$ cat config.mk
export PLATFORM = sky130hd
export DESIGN_NAME = id_ex_operand_stage
export DESIGN_NICKNAME = d
export VERILOG_FILES = /design/src/rtl/riscv_pkg.sv /design/src/rtl/operand_fwd_mux.sv /design/src/rtl/id_ex_operand_stage.sv
export SDC_FILE = /design/constraint.sdc
export NUM_CORES = 1
export LEC_CHECK = 0
export CORE_MARGIN = 2
export CORE_UTILIZATION = 42
export CTS_CLUSTER_SIZE = 10
export DETAILED_ROUTE_END_ITERATION = 10
export GPL_ROUTABILITY_DRIVEN = 0
export PLACE_DENSITY = 0.77
export SYNTH_ARGS = -nofsm -noshare
export SYNTH_HDL_FRONTEND = slang
export SYNTH_SLANG_ARGS = --single-unit
$ cat constraint.sdc
create_clock -name clk -period 4.6 [get_ports clk]
set_clock_uncertainty 0.1 [all_clocks]
set_input_delay 0.69 -clock clk [delete_from_list [all_inputs] [get_ports clk]]
set_output_delay 0.69 -clock clk [all_outputs]
set_load 0.01 [all_outputs]
$ cat src/rtl/riscv_pkg.sv
// Shared widths, ALU codes and the ID/EX stage entry bundle.
// Imported by operand_fwd_mux and id_ex_operand_stage.
package riscv_pkg;

  localparam int XLEN      = 32;
  localparam int REG_IDX_W = 5;
  localparam int ALU_OP_W  = 4;

  localparam logic [ALU_OP_W-1:0] ALU_ADD  = 4'b0000;
  localparam logic [ALU_OP_W-1:0] ALU_SUB  = 4'b0001;
  localparam logic [ALU_OP_W-1:0] ALU_AND  = 4'b0010;
  localparam logic [ALU_OP_W-1:0] ALU_OR   = 4'b0011;
  localparam logic [ALU_OP_W-1:0] ALU_NOR  = 4'b0100;
  localparam logic [ALU_OP_W-1:0] ALU_SLT  = 4'b1000;
  localparam logic [ALU_OP_W-1:0] ALU_SLTU = 4'b1001;

  typedef struct packed {
    logic [XLEN-1:0]      a;
    logic [XLEN-1:0]      b;
    logic [REG_IDX_W-1:0] rs1_idx;
    logic [REG_IDX_W-1:0] rs2_idx;
    logic                 use_imm;
    logic [ALU_OP_W-1:0]  alu_ctrl;
    logic [REG_IDX_W-1:0] rd_idx;
    logic                 reg_write;
  } stage_entry_t;

endpackage

$ cat src/rtl/operand_fwd_mux.sv
// Resolves one operand: EX/MEM hit beats WB hit beats the base value.
// Register x0 always resolves to zero.
module operand_fwd_mux
  import riscv_pkg::*;
(
  input  logic [REG_IDX_W-1:0] rs_idx,
  input  logic [XLEN-1:0]      base,
  input  logic                 exm_wr_en,
  input  logic [REG_IDX_W-1:0] exm_rd_idx,
  input  logic [XLEN-1:0]      exm_data,
  input  logic                 wb_wr_en,
  input  logic [REG_IDX_W-1:0] wb_rd_idx,
  input  logic [XLEN-1:0]      wb_data,
  output logic [XLEN-1:0]      value
);

  logic nz;
  logic exm_hit;
  logic wb_hit;

  assign nz      = (rs_idx != '0);
  assign exm_hit = exm_wr_en & (exm_rd_idx == rs_idx);
  assign wb_hit  = wb_wr_en & (wb_rd_idx == rs_idx);

  always_comb begin
    value = base;
    if (!nz)          value = '0;
    else if (exm_hit) value = exm_data;
    else if (wb_hit)  value = wb_data;
  end

endmodule

$ cat src/rtl/id_ex_operand_stage.sv
// ID/EX operand stage: main+skid buffer in front of the ALU.
// FORWARD_PATH_EN selects forwarding/snooping; otherwise an interlock.
module id_ex_operand_stage
  import riscv_pkg::*;
(
  input  logic                 clk,
  input  logic                 rst,
  input  logic                 flush,
  input  logic                 dec_valid,
  output logic                 dec_ready,
  input  logic [REG_IDX_W-1:0] dec_rs1_idx,
  input  logic [REG_IDX_W-1:0] dec_rs2_idx,
  input  logic [REG_IDX_W-1:0] dec_rd_idx,
  input  logic [XLEN-1:0]      dec_rs1_data,
  input  logic [XLEN-1:0]      dec_rs2_data,
  input  logic [XLEN-1:0]      dec_imm,
  input  logic                 dec_use_imm,
  input  logic [ALU_OP_W-1:0]  dec_alu_ctrl,
  input  logic                 dec_reg_write,
  input  logic                 exm_wr_en,
  input  logic [REG_IDX_W-1:0] exm_rd_idx,
  input  logic [XLEN-1:0]      exm_data,
  input  logic                 wb_wr_en,
  input  logic [REG_IDX_W-1:0] wb_rd_idx,
  input  logic [XLEN-1:0]      wb_data,
  output logic                 ex_valid,
  input  logic                 ex_ready,
  output logic [XLEN-1:0]      ex_a,
  output logic [XLEN-1:0]      ex_b,
  output logic [ALU_OP_W-1:0]  ex_alu_ctrl,
  output logic [REG_IDX_W-1:0] ex_rd_idx,
  output logic                 ex_reg_write
);

  stage_entry_t main_q, skid_q;
  stage_entry_t new_e, main_snp, skid_snp;
  logic         main_v, skid_v;
  logic         hazard, accept, xfer;

  // slot 0 = decode, 1 = main, 2 = skid
  logic [REG_IDX_W-1:0] rs1_s [3];
  logic [REG_IDX_W-1:0] rs2_s [3];
  logic [XLEN-1:0]      a_s   [3];
  logic [XLEN-1:0]      b_s   [3];
  logic                 ui_s  [3];
  logic [XLEN-1:0]      a_r   [3];
  logic [XLEN-1:0]      b_r   [3];

  assign rs1_s[0] = dec_rs1_idx;
  assign rs2_s[0] = dec_rs2_idx;
  assign a_s[0]   = dec_rs1_data;
  assign b_s[0]   = dec_use_imm ? dec_imm : dec_rs2_data;
  assign ui_s[0]  = dec_use_imm;
  assign rs1_s[1] = main_q.rs1_idx;
  assign rs2_s[1] = main_q.rs2_idx;
  assign a_s[1]   = main_q.a;
  assign b_s[1]   = main_q.b;
  assign ui_s[1]  = main_q.use_imm;
  assign rs1_s[2] = skid_q.rs1_idx;
  assign rs2_s[2] = skid_q.rs2_idx;
  assign a_s[2]   = skid_q.a;
  assign b_s[2]   = skid_q.b;
  assign ui_s[2]  = skid_q.use_imm;

`ifdef FORWARD_PATH_EN
  logic [XLEN-1:0] a_f [3];
  logic [XLEN-1:0] b_f [3];

  for (genvar i = 0; i < 3; i++) begin : g_fwd
    operand_fwd_mux u_a (
      .rs_idx    (rs1_s[i]),
      .base      (a_s[i]),
      .exm_wr_en (exm_wr_en),
      .exm_rd_idx(exm_rd_idx),
      .exm_data  (exm_data),
      .wb_wr_en  (wb_wr_en),
      .wb_rd_idx (wb_rd_idx),
      .wb_data   (wb_data),
      .value     (a_f[i])
    );
    operand_fwd_mux u_b (
      .rs_idx    (rs2_s[i]),
      .base      (b_s[i]),
      .exm_wr_en (exm_wr_en),
      .exm_rd_idx(exm_rd_idx),
      .exm_data  (exm_data),
      .wb_wr_en  (wb_wr_en),
      .wb_rd_idx (wb_rd_idx),
      .wb_data   (wb_data),
      .value     (b_f[i])
    );
    assign a_r[i] = a_f[i];
    assign b_r[i] = ui_s[i] ? b_s[i] : b_f[i];
  end

  assign hazard = 1'b0;
`else
  logic rs1_nz, rs2_nz;
  logic unused_ok;

  assign rs1_nz = (dec_rs1_idx != '0);
  assign rs2_nz = (dec_rs2_idx != '0) & ~dec_use_imm;

  function automatic logic hit(
    input logic                 en,
    input logic [REG_IDX_W-1:0] rd
  );
    return en & ((rs1_nz & (rd == dec_rs1_idx)) |
                 (rs2_nz & (rd == dec_rs2_idx)));
  endfunction

  assign hazard = hit(main_v & main_q.reg_write, main_q.rd_idx)
                | hit(skid_v & skid_q.reg_write, skid_q.rd_idx)
                | hit(exm_wr_en, exm_rd_idx)
                | hit(wb_wr_en, wb_rd_idx);

  assign a_r[0] = rs1_nz ? dec_rs1_data : '0;
  assign b_r[0] = (dec_use_imm | rs2_nz) ? b_s[0] : '0;
  assign a_r[1] = a_s[1];
  assign b_r[1] = b_s[1];
  assign a_r[2] = a_s[2];
  assign b_r[2] = b_s[2];

  assign unused_ok = ^{exm_data, wb_data, ui_s[1], ui_s[2],
                       rs1_s[1], rs2_s[1], rs1_s[2], rs2_s[2]};
`endif

  always_comb begin
    new_e           = '0;
    new_e.a         = a_r[0];
    new_e.b         = b_r[0];
    new_e.rs1_idx   = dec_rs1_idx;
    new_e.rs2_idx   = dec_rs2_idx;
    new_e.use_imm   = dec_use_imm;
    new_e.alu_ctrl  = dec_alu_ctrl;
    new_e.rd_idx    = dec_rd_idx;
    new_e.reg_write = dec_reg_write;
    main_snp        = main_q;
    main_snp.a      = a_r[1];
    main_snp.b      = b_r[1];
    skid_snp        = skid_q;
    skid_snp.a      = a_r[2];
    skid_snp.b      = b_r[2];
  end

  assign dec_ready = ~skid_v & ~hazard;
  assign accept    = dec_valid & dec_ready;
  assign xfer      = main_v & ex_ready;

  always_ff @(posedge clk or posedge rst) begin
    if (rst) begin
      main_v <= 1'b0;
      skid_v <= 1'b0;
      main_q <= '0;
      skid_q <= '0;
    end else if (flush) begin
      main_v <= 1'b0;
      skid_v <= 1'b0;
    end else if (!main_v || xfer) begin
      // main frees up: skid drains first, else take decode
      if (skid_v) begin
        main_q <= skid_snp;
        main_v <= 1'b1;
        skid_v <= 1'b0;
      end else if (accept) begin
        main_q <= new_e;
        main_v <= 1'b1;
      end else begin
        main_v <= 1'b0;
      end
    end else begin
      main_q <= main_snp;
      if (accept) begin
        skid_q <= new_e;
        skid_v <= 1'b1;
      end else begin
        skid_q <= skid_snp;
      end
    end
  end

  assign ex_valid     = main_v;
  assign ex_a         = main_q.a;
  assign ex_b         = main_q.b;
  assign ex_alu_ctrl  = main_q.alu_ctrl;
  assign ex_rd_idx    = main_q.rd_idx;
  assign ex_reg_write = main_q.reg_write;

endmodule
# [After elaboration in Yosys (flattened, before gate mapping)]
# Index checks and enable logic that the tools add are counted.
# Widths: inputs -> output; s select.
[totals] ff_bits=161 in_bits=198 word_cells=75
[op_classes] eq_ne=8 muxes=12 bitwise=31 n_reduce_logical=9
[op_table] operator="$mux 85" n=2
[op_table] operator="$mux 32" n=3
[op_table] operator="$eq 5x5->1" n=8
[op_table] operator="$and 1x1->1" n=18
[op_table] operator="$reduce_bool 5->1" n=2
[op_table] operator="$or 1x1->1" n=8
[op_table] operator="$mux 1" n=7
[op_table] operator="$reduce_and 3->1" n=2
[op_table] operator="$not 1->1" n=5
[op_table] operator="$reduce_bool 2->1" n=2
[op_table] operator="$reduce_bool 3->1" n=1
[op_table] operator="$logic_not 1->1" n=1
[op_table] operator="$logic_or 1x1->1" n=1

# [Longest topological paths before layout]
[depth] word_depth=15 ltp_mapped=8 mapped_depth_nobuf=6

# [Least setup slack after synthesis]
# OpenSTA, ideal clock, no wires.
[synth_path] path_type="in2out" startpoint="in wb_rd_idx[0]" endpoint="out dec_ready" arrival_time_ns=1.907 setup_slack_ns=1.903 cell_stages=7 n_path_buf=1 cell_sequence="xor2_1 > nor4_1 > and3_1 > o31ai_4 > clkbuf_1 > nand2_1 > nor2_1"
[synth_via] elab_chain_len=7 elab_cells_between_ends=9 classes_between="eq/ne: 2; bitwise: 7"
[synth_lines] element="from (decl)" line="id_ex_operand_stage.sv:24" text="input logic [REG_IDX_W-1:0] wb_rd_idx,"
[synth_lines] element="$eq 5x5->1 (on tied branches)" line="id_ex_operand_stage.sv:108, id_ex_operand_stage.sv:109"
[synth_lines] element="$and 1x1->1 (on tied branches)" line="id_ex_operand_stage.sv:108, id_ex_operand_stage.sv:109"
[synth_lines] element="$or 1x1->1 *" line="id_ex_operand_stage.sv:108" text="return en & ((rs1_nz & (rd == dec_rs1_idx)) |"
[synth_lines] element="$and 1x1->1 *" line="id_ex_operand_stage.sv:108"
[synth_lines] element="$or 1x1->1 *" line="id_ex_operand_stage.sv:115" text="| hit(wb_wr_en, wb_rd_idx);"
[synth_lines] element="$not 1->1 *" line="id_ex_operand_stage.sv:146" text="assign dec_ready = ~skid_v & ~hazard;"
[synth_lines] element="$and 1x1->1 *" line="id_ex_operand_stage.sv:146"
[synth_lines] element="to (decl)" line="id_ex_operand_stage.sv:10" text="output logic dec_ready,"
# Mark *: on every way between the ends. The rest lies on a longest branch, timed or not.

# [Final worst setup path]
[layout_path] startpoint="in dec_rs1_idx[4]" endpoint="out dec_ready"
[layout_via] elab_chain_len=9 elab_cells_between_ends=22 classes_between="eq/ne: 4; bitwise: 17; reduce/logical: 1"
[layout_lines] element="from (decl)" line="id_ex_operand_stage.sv:11" text="input logic [REG_IDX_W-1:0] dec_rs1_idx,"
[layout_lines] element="$eq 5x5->1 or $reduce_bool 5->1 (tied branches)" line="id_ex_operand_stage.sv:108, id_ex_operand_stage.sv:101"
[layout_lines] element="$and 1x1->1" line="id_ex_operand_stage.sv:108"
[layout_lines] element="$or 1x1->1" line="id_ex_operand_stage.sv:108"
[layout_lines] element="$and 1x1->1" line="id_ex_operand_stage.sv:108"
[layout_lines] element="$or 1x1->1" line="id_ex_operand_stage.sv:113" text="| hit(skid_v & skid_q.reg_write, skid_q.rd_idx)"
[layout_lines] element="$or 1x1->1" line="id_ex_operand_stage.sv:114" text="| hit(exm_wr_en, exm_rd_idx)"
[layout_lines] element="$or 1x1->1 *" line="id_ex_operand_stage.sv:115"
[layout_lines] element="$not 1->1 *" line="id_ex_operand_stage.sv:146"
[layout_lines] element="$and 1x1->1 *" line="id_ex_operand_stage.sv:146"
# Marks and branches as above.

==> summary.md <==
| Metric | Value |
|---|---|
| Worst setup path startpoint | dec_rs1_idx[4] |
| CP Capture Point | dec_ready |
| Crit end category | output port |
| Final period util | 84.92% |
| Final instance area | 0.01071 mm2 |
| Largest net degree at the start of global routing | 146 |
| R2r worst-path depth | 7 |
| Area contributors post-synth | dfrtp_1, mux2i_1, buf_4, mux2_4, nand2_1 |
| Vias in the first global route | 6,371 |
| Synth unique cells | 33 |
| Setup TNS | 0 ns |
| Diode count | 0 |
| Dpl ws | 0.6506 ns |
| Post-DP Area | 0.01010 mm2 |
| Via-to-Cell Ratio | 5.310 |
| Least-Margin Pin Slew | 0.9171 ns |
| Slew HR | 38.86% |
| First DRT Iteration DRCs | 484 |
| P_leak | 4.684 nW |
| Ratio of cells with drive above 1 in the final layout | 11.05% |
| Drt wl/cell | 17.81 um |
| Clock-pin slew on the worst setup and hold paths | 0.06 ns |
| CP required | 3.81 ns |
| Final setup viols | 0 |
| Via count | 6,165 |
| Nets | 1,083 |
| Remaining Overflow, GRT | 0 |
| Port bufs | 209 |
| Rows | 51 |
| CTS tree | built |
| Status | completed |
| Placed cells | 1,131 |
| R2r setup slk | 1.58 ns |
| Mapped cell area | 0.008260 mm2 |
| Post-CTS repair timing setup buffer count | 0 |
| First-pass GRT wire length | 33,300 um |
| Initial antenna violation count | 0 |
| Die Ht | 144.2 um |
| Num CTS Buffers | 17 |
| Sequential area share after synthesis | 45.44% |
| Post-cts gate resize count | 0 |
| Root Buffer | clkbuf_16 |
| Antenna viol nets, final | 0 |
| Hold path start | skid_q[3] |
| Hold Path Class | flop to flop |
| Clock buffer depth | 2 |
| DRT Pass-1 Iters | 4 |
| Warnings, synthesis | 0 |
| Crit path max fanout | 4 |
| Final Non-Filler Cells | 1,161 |
| H-tree levels | 4 |
| Clk_lat worst skew | 0.41 ns |
| Setup Crit Path Kind | primary input to output port |
| Max-Cap Viols | 0 |
| Syn_nets | 967 |
| Tot GR Track Use | 20.53% |
| Startpoint Class | primary input |
| Final Max Slew Viols | 0 |
| Placeable Area | 0.01940 mm2 |
| Pwr dens | 415.5 mW/mm2 |
| Final Worst Setup Slack | 0.6938 ns |
| Share of the synthesized area in the top cell type | 45.44% |
| Power Total | 4.451 mW |
| Gate count of the mapped netlist | 769 |
| I/O pins | 274 |
| DP HPWL | 13,070 um |
| Hold Slack | 0.4048 ns |
| Final critical-path required period | 3.906 ns |
| Mapped Avg Cell Area | 10.74 um2 |
| Wirelength, routed | 20,680 um |
| FF+latch count, synth | 150 |
| RSZ-0062 raised after global routing | no |
| Die ar. | 0.02081 mm2 |
| Sinks on Clock Net | 150 |
| Critical Path AT | 3.12 ns |
| Die Width | 144.2 um |
| Worst r2r dst | b_r[11] |
| Final hold violation count | 0 |
| Dominant cell type by area after synthesis | dfrtp_1 |
| Residual DRC | 0 |
| Reg2reg start | ex_rd_idx[2] |
| Area Overhead vs Synth | 29.69% |
| Worst VDD drop | 0.0002515 V |
| Layout Utilization | 55.22% |
| Starting Density | 42.58% |
| FMAX | 0.2560 GHz |
| Hold buffers post-CTS | 0 |
## report_power, final
group	switching [mW]	total [mW]	internal (mW)
registers	0.197	1.85	1.66
clock network	0.525	1.42	0.895
logic	0.471	1.18	0.705
## cells in the mapped netlist
cell       instances
a2111oi_1          1
a21oi_1            3
a221oi_1          10
a22o_1            32
a31o_2             1
a31oi_1           11
and2_1             1
and3_1             2
and4_1             1
buf_1              3
buf_2             11
buf_4             71
buf_6              4
clkbuf_1          39
dfrtp_1          150
inv_1             34
mux2_2            14
mux2_4            28
mux2i_1           74
nand2_1          101
nand2b_1          34
nand3_1            1
nand4_1            3
nor2_1             3
nor2b_1            1
nor3_1             4
nor4_1             4
o211ai_1          32
o22a_1            32
o31ai_4            1
o32ai_1           33
xnor2_1           16
xor2_1            14
## metal layers
layer | routed length, um | GRT usage, % | vias to the layer above
li1 | - | - | 2909
met5 | 0 | 0 | -
met3 | 1625 | 5.894 | 13
met2 | 10000 | 34.59 | 227
met4 | 158 | 4.957 | 0
met1 | 8896 | 26.22 | 3016
## kinds of logic after synthesis
family                    synth area share [%]
AOI/OAI and AO/OA                        15.75
xor gates and xnor gates                 3.181
buffers and inverters                    11.12
DFF                                      45.44
muxes                                    15.96
and+or+nand+nor                          8.543
## how the worst min path moves through the flow
stage	slack, ns	end	cells after the start
after floorplan	0.38	b_r[31]	1
after global placement	0.39	skid_q[1]	1
after detailed placement	0.39	b_r[21]	1
after CTS	0.41	b_r[26]	1
after global routing	0.41	skid_q[3]	1
final	0.40	skid_q[3]	1
## registers in the layout, indices dropped and copies added, names as in the netlist
| signal | flops |
|---|---|
| ex_reg_write | 1 |
| skid_q | 10 |
| ex_b | 32 |
| skid_v | 1 |
| ex_alu_ctrl | 4 |
| ex_a | 32 |
| a_r | 32 |
| b_r | 32 |
| ex_valid | 1 |
| ex_rd_idx | 5 |
## cell type report
cell class	count	area, um2
Timing Repair Buffer	225	2237
Inverter	34	131.4
Sequential cell	150	3757
Clock buffer	24	521.8
Multi-Input combinational cell	457	3643
Fill cell	1669	8686
Clock inverter	6	90.09
Tap cell	265	331.6
## layout by cell type, fill, tap and decap left out
master,synthesis,final
a2111oi_2,0,1
a21oi_1,3,2
a21oi_4,0,1
a221oi_1,10,10
a22o_1,32,32
a31o_2,1,1
a31oi_1,11,10
a31oi_4,0,1
and2_2,0,1
and3_1,2,2
and4_1,1,1
buf_12,0,2
buf_4,71,14
bufinv_16,0,2
clkbuf_16,0,17
clkbuf_8,0,7
clkdlybuf4s50_1,0,209
clkinvlp_4,0,5
dfrtp_1,150,149
dfrtp_4,0,1
inv_1,34,33
mux2_2,14,14
mux2_4,28,28
mux2i_1,74,74
nand2_1,101,100
nand2_2,0,1
nand2b_1,34,34
nand3_4,0,1
nand4_1,3,3
nor2_1,3,3
nor2b_4,0,1
nor3_1,4,4
nor4_1,4,4
o211ai_1,32,32
o22a_1,32,32
o31ai_4,1,1
o32ai_1,33,33
xnor2_1,16,16
xor2_1,14,14
## worst max-delay path, cell delays in order
cell and delay [ns]:
clkdlybuf4s50_1 0.62, xor2_1 0.19, nor4_1 0.08, and4_1 0.23, a21oi_1 0.51, nand2_1 0.11
nor2_1 0.10, clkdlybuf4s50_1 0.58
Power figures use the tool's default switching activity.
